--- config.mk ---
export PLATFORM = sky130hd
export DESIGN_NAME = sum64_operand_loader
export DESIGN_NICKNAME = d
export VERILOG_FILES = /design/src/rtl/sum64_operand_loader.sv
export SDC_FILE = /design/constraint.sdc
export NUM_CORES = 1
export LEC_CHECK = 0
export CORE_MARGIN = 2
export CORE_UTILIZATION = 35
export DETAILED_ROUTE_END_ITERATION = 8
export PLACE_DENSITY = 0.67
export SYNTH_ARGS = -nofsm -noshare
export SYNTH_HDL_FRONTEND = slang
export SYNTH_SLANG_ARGS = --single-unit
export TNS_END_PERCENT = 20
--- constraint.sdc ---
create_clock -name clk -period 4.1 [get_ports clk]
set_input_delay 0.82 -clock clk [delete_from_list [all_inputs] [get_ports clk]]
set_output_delay 0.82 -clock clk [all_outputs]
set_load 0.01 [all_outputs]
--- src/rtl/sum64_operand_loader.sv ---
// ============================================================================
// Module      : sum64_operand_loader
// Description : Assembles two OP_W-bit adder operands plus carry-in from a
//               narrow WORD_W-bit stream and presents them with valid/ready.
//               Optional even-parity checking: define SUM64_LOADER_PARITY_EN.
// Revision    : 1.0 - initial release
// ============================================================================
`default_nettype none

module sum64_operand_loader #(
   parameter int WORD_W = 16,
   parameter int OP_W   = 64
) (
   input  logic              clk,
   input  logic              reset,
   input  logic              in_valid,
   output logic              in_ready,
   input  logic [WORD_W-1:0] in_data,
   input  logic              in_cin,
`ifdef SUM64_LOADER_PARITY_EN
   input  logic              in_par,
   output logic              par_err,
`endif
   output logic [OP_W-1:0]   a,
   output logic [OP_W-1:0]   b,
   output logic              cin,
   output logic              out_valid,
   input  logic              out_ready
);

   localparam int c_NW = OP_W / WORD_W;
   localparam int c_CW = (c_NW > 1) ? $clog2(c_NW) : 1;
   localparam logic [c_CW-1:0] c_LAST = c_CW'(c_NW - 1);

   typedef enum logic [1:0] {
      LOAD_A  = 2'd0,
      LOAD_B  = 2'd1,
      PRESENT = 2'd2
   } state_t;

   state_t            r_state;
   state_t            w_state_nxt;
   logic [c_CW-1:0]   r_wcnt;
   logic [OP_W-1:0]   r_a;
   logic [OP_W-1:0]   r_b;
   logic              r_cin;
   logic              w_accept;
   logic              w_last;
   logic              w_ready;
   logic              w_present;

   always_comb begin
      w_state_nxt = r_state;
      w_ready     = 1'b0;
      w_present   = 1'b0;
      w_last      = (r_wcnt == c_LAST);
      case (r_state)
         LOAD_A: begin
            w_ready = 1'b1;
            if (in_valid && w_last) w_state_nxt = LOAD_B;
         end
         LOAD_B: begin
            w_ready = 1'b1;
            if (in_valid && w_last) w_state_nxt = PRESENT;
         end
         PRESENT: begin
            w_present = 1'b1;
            if (out_ready) w_state_nxt = LOAD_A;
         end
         default: w_state_nxt = LOAD_A;
      endcase
      w_accept = in_valid && w_ready;
   end

   always_ff @(posedge clk) begin
      if (reset) begin
         r_state <= LOAD_A;
         r_wcnt  <= '0;
         r_a     <= '0;
         r_b     <= '0;
         r_cin   <= 1'b0;
      end else begin
         r_state <= w_state_nxt;
         if (w_accept) begin
            r_wcnt <= w_last ? '0 : r_wcnt + 1'b1;
            if (r_state == LOAD_A) begin
               r_a[r_wcnt*WORD_W +: WORD_W] <= in_data;
            end else begin
               r_b[r_wcnt*WORD_W +: WORD_W] <= in_data;
               // Carry-in travels with the final b word only.
               if (w_last) r_cin <= in_cin;
            end
         end
      end
   end

`ifdef SUM64_LOADER_PARITY_EN
   logic r_par_err;

   always_ff @(posedge clk) begin
      if (reset) begin
         r_par_err <= 1'b0;
      end else if (w_present && out_ready) begin
         r_par_err <= 1'b0;
      end else if (w_accept && (^{in_data, in_par})) begin
         r_par_err <= 1'b1;
      end
   end

   assign par_err = r_par_err;
`endif

   assign in_ready  = w_ready;
   assign out_valid = w_present;
   assign a         = r_a;
   assign b         = r_b;
   assign cin       = r_cin;

endmodule

`default_nettype wire
==> flow_summary.ini <==
[pwr]
pwr-share-clk_pct = 52.5
peakVddDrop_mv = 0.248
pwr-share-comb_pct = 5.8
leakage_uw = 0.00251
p_switching_uw = 659
p_total_uw = 3150
power.density_nw_per_um2 = 461
p_int_uw = 2490
p_seq_share_pct = 41.7
power.share.switching_pct = 20.9

[setup_path]
worst_setup_path_end_kind = register
reg2reg_depth = 5
worstSetupStartpoint = r_wcnt[0]
crit_type = register to register
cp_max_fo = 16
cp.arrival_ns = 3.07
timing.rr.start = r_wcnt[0]
critPathRequiredTime_ns = 4.45
critPathLaunchType = register

[clocking]
cts_root_buffer = clkbuf_16
cts.sinks = 133
clockBufferDepth = 2
clk_pin_slew_worst_paths_ns = 0.06
tritoncts = built
ctsResizeCount = 0
cts_buffers = 17
insertion_delay_ns = 0.41
cts-htree-levels = 4
post_cts_buffers = 0
hold_buffers = 0

[drt]
drt_wl_total_mm = 13.6
vias = 3839
antenna_left = 0
route.detailed.drc = 0
post_drt_wl_per_cell_um = 18.5
first_pass_iters = 4
viasPerCell = 5.20
drt-initial-drc-count = 249

[global_route]
grt_pass1_wl_mm = 21.2
grt_overflow = 0
grt_usage_pct = 19.3
grt_max_degree = 48
antenna_found_initial = 0
grt_pass1_vias = 3828

[die]
initial_core_util_pct = 36.1
num_rows = 41
ios = 152
die-area_um2 = 14100
fp.dieH_um = 119
core-area_um2 = 12700
die_w_um = 119

[timing]
tightest_slew_ns = 0.926
fmax_ghz = 0.368
setup_viol = 0
min_period_ns = 2.72
relSlewSlack_pct = 37.8
rsz0062_at_grt = false
tns_ns = 0
hold_violations = 0
drv_slew = 0
skew_ns = 0.00601
fin_crit_sh_pct = 66.3

[final_layout]
final_net_count = 580
area_delta_synth_final_pct = 48.5
antenna_cells = 0
drive_above_1_share_pct = 8.66

[flow_run]
drv_cap = 0

[place]
gpl.final_weighted_congestion = 0.780
hpwlAfterDp_mm = 9.44
io_buffers = 151

[logic_synthesis]
yosysWarnings = 0
ys_types = 30
ys_ff_latch = 133
synth-main-ff-cell = dfxtp_1
synth_edf_count = 0
synth_seq_area_share_pct = 57.9
syn_area_per_cell_um2 = 10.9
syn_nets = 448
synthArstFlopShare_pct = 0
syn_area_um2 = 4600
synth_cells = 422

[hold_path]
hold_start = b[6]
hold_path.class = register to register
holdPathStages = 2

[run_status]
status = complete, no violations
## layout make-up
class | count | area [um^2]
repair buffers | 160 | 1570
inverters | 3 | 11.3
multi-input cells | 239 | 1720
fillers | 1155 | 5890
clock buffers | 22 | 474
flip-flops and latches | 133 | 2660
well taps | 172 | 215
clock inverters | 9 | 174
## state kept, by name, summed over array words and instances, names as in the netlist
signal   cells
b           64
cin          1
a           64
r_state      2
r_wcnt       2
## path summary, 6_finish.rpt
path / slack [ns] / to
setup / recovery: 1.38 / a[58]
hold / removal: 0.45 / b[6]
setup reg to reg: 1.38 / a[58]
hold reg to reg: 0.45 / b[6]
## layout by cell type (no fill, tap or decap), types with 2 or more instances in the layout
cell and instances:
nand4bb_1 2, clkbuf_16 17, clkbuf_1 2, a22o_1 96, dfxtp_1 133, clkbuf_8 3, ha_1 5, clkinv_2 3
nor4_4 2, or4b_4 2, a31oi_1 5, nand2b_1 2, nand3_1 32, nor3_4 3, buf_4 9, a21oi_1 33
nor2_1 5, nand2_1 35, mux2i_1 3, bufinv_16 5, inv_1 3, nand4b_1 2, clkdlybuf4s50_1 150, nor2b_1 4
## worst max-delay path: stages (launching register included)
cell and delay, ns:
dfxtp_1 0.49, inv_1 0.14, ha_1 0.39, or4b_4 0.60, nor4_4 0.79, a22o_1 0.24
## through the flow
stage / instances / hold WS, ns / setup WS (ns) / instance area, um^2 / util (%)
3_5_place_dp: 707 / 0.446 / 1.22 / 6180 / 48.6
4_1_cts: 738 / 0.454 / 1.40 / 6830 / 53.7
3_3_place_gp: 707 / 0.443 / 1.29 / 6180 / 48.6
5_1_grt: 738 / 0.483 / 1.23 / 6830 / 53.7
2_1_floorplan: 422 / 0.481 / 1.94 / 4600 / -
6_report: 738 / 0.453 / 1.38 / 6830 / 53.7
## power groups by stage
| stage | Sequential, uW | Clock [uW] | Combinational [uW] |
|---|---|---|---|
| final | 1310 | 1650 | 182 |
| after global routing | 1310 | 1740 | 195 |
| after CTS | 1310 | 1680 | 181 |
| after detailed placement | 1340 | 0 | 180 |
| after global placement | 1340 | 0 | 176 |
| after floorplan | 1340 | 0 | 102 |
## synth_stat cells (all sizes together), types with 3 or more instances
cell type | instances | share of area [%]
nand3 | 32 | 3.5
clkbuf | 37 | 3.5
a21oi | 33 | 3.6
nand2 | 35 | 2.9
nor2b | 4 | 0.54
buf | 10 | 1.3
a31oi | 5 | 0.68
nor3 | 3 | 1.1
dfxtp | 133 | 58
nor4 | 3 | 1.2
nor2 | 5 | 0.41
inv | 3 | 0.24
a22o | 96 | 18
ha | 5 | 1.4
mux2i | 3 | 0.65
## kinds of logic after synthesis
group,Yosys count,share of synthesized area (%)
compound gates,134,22.6
mux,3,0.653
flops,133,57.9
xor+xnor,1,0.191
simple gates,96,12.4
buf+inv,50,4.98
fa+ha+maj,5,1.36
## routing by layer
metal	global-route usage, %	vias to the layer above	part of all wire (%)
li1	-	1814	-
met1	23.8	1877	44
met2	31.1	135	48
met3	7.43	13	6.7
met4	6.03	0	0.92
met5	0	-	0
No activity file was read; power rests on OpenSTA's default activity.
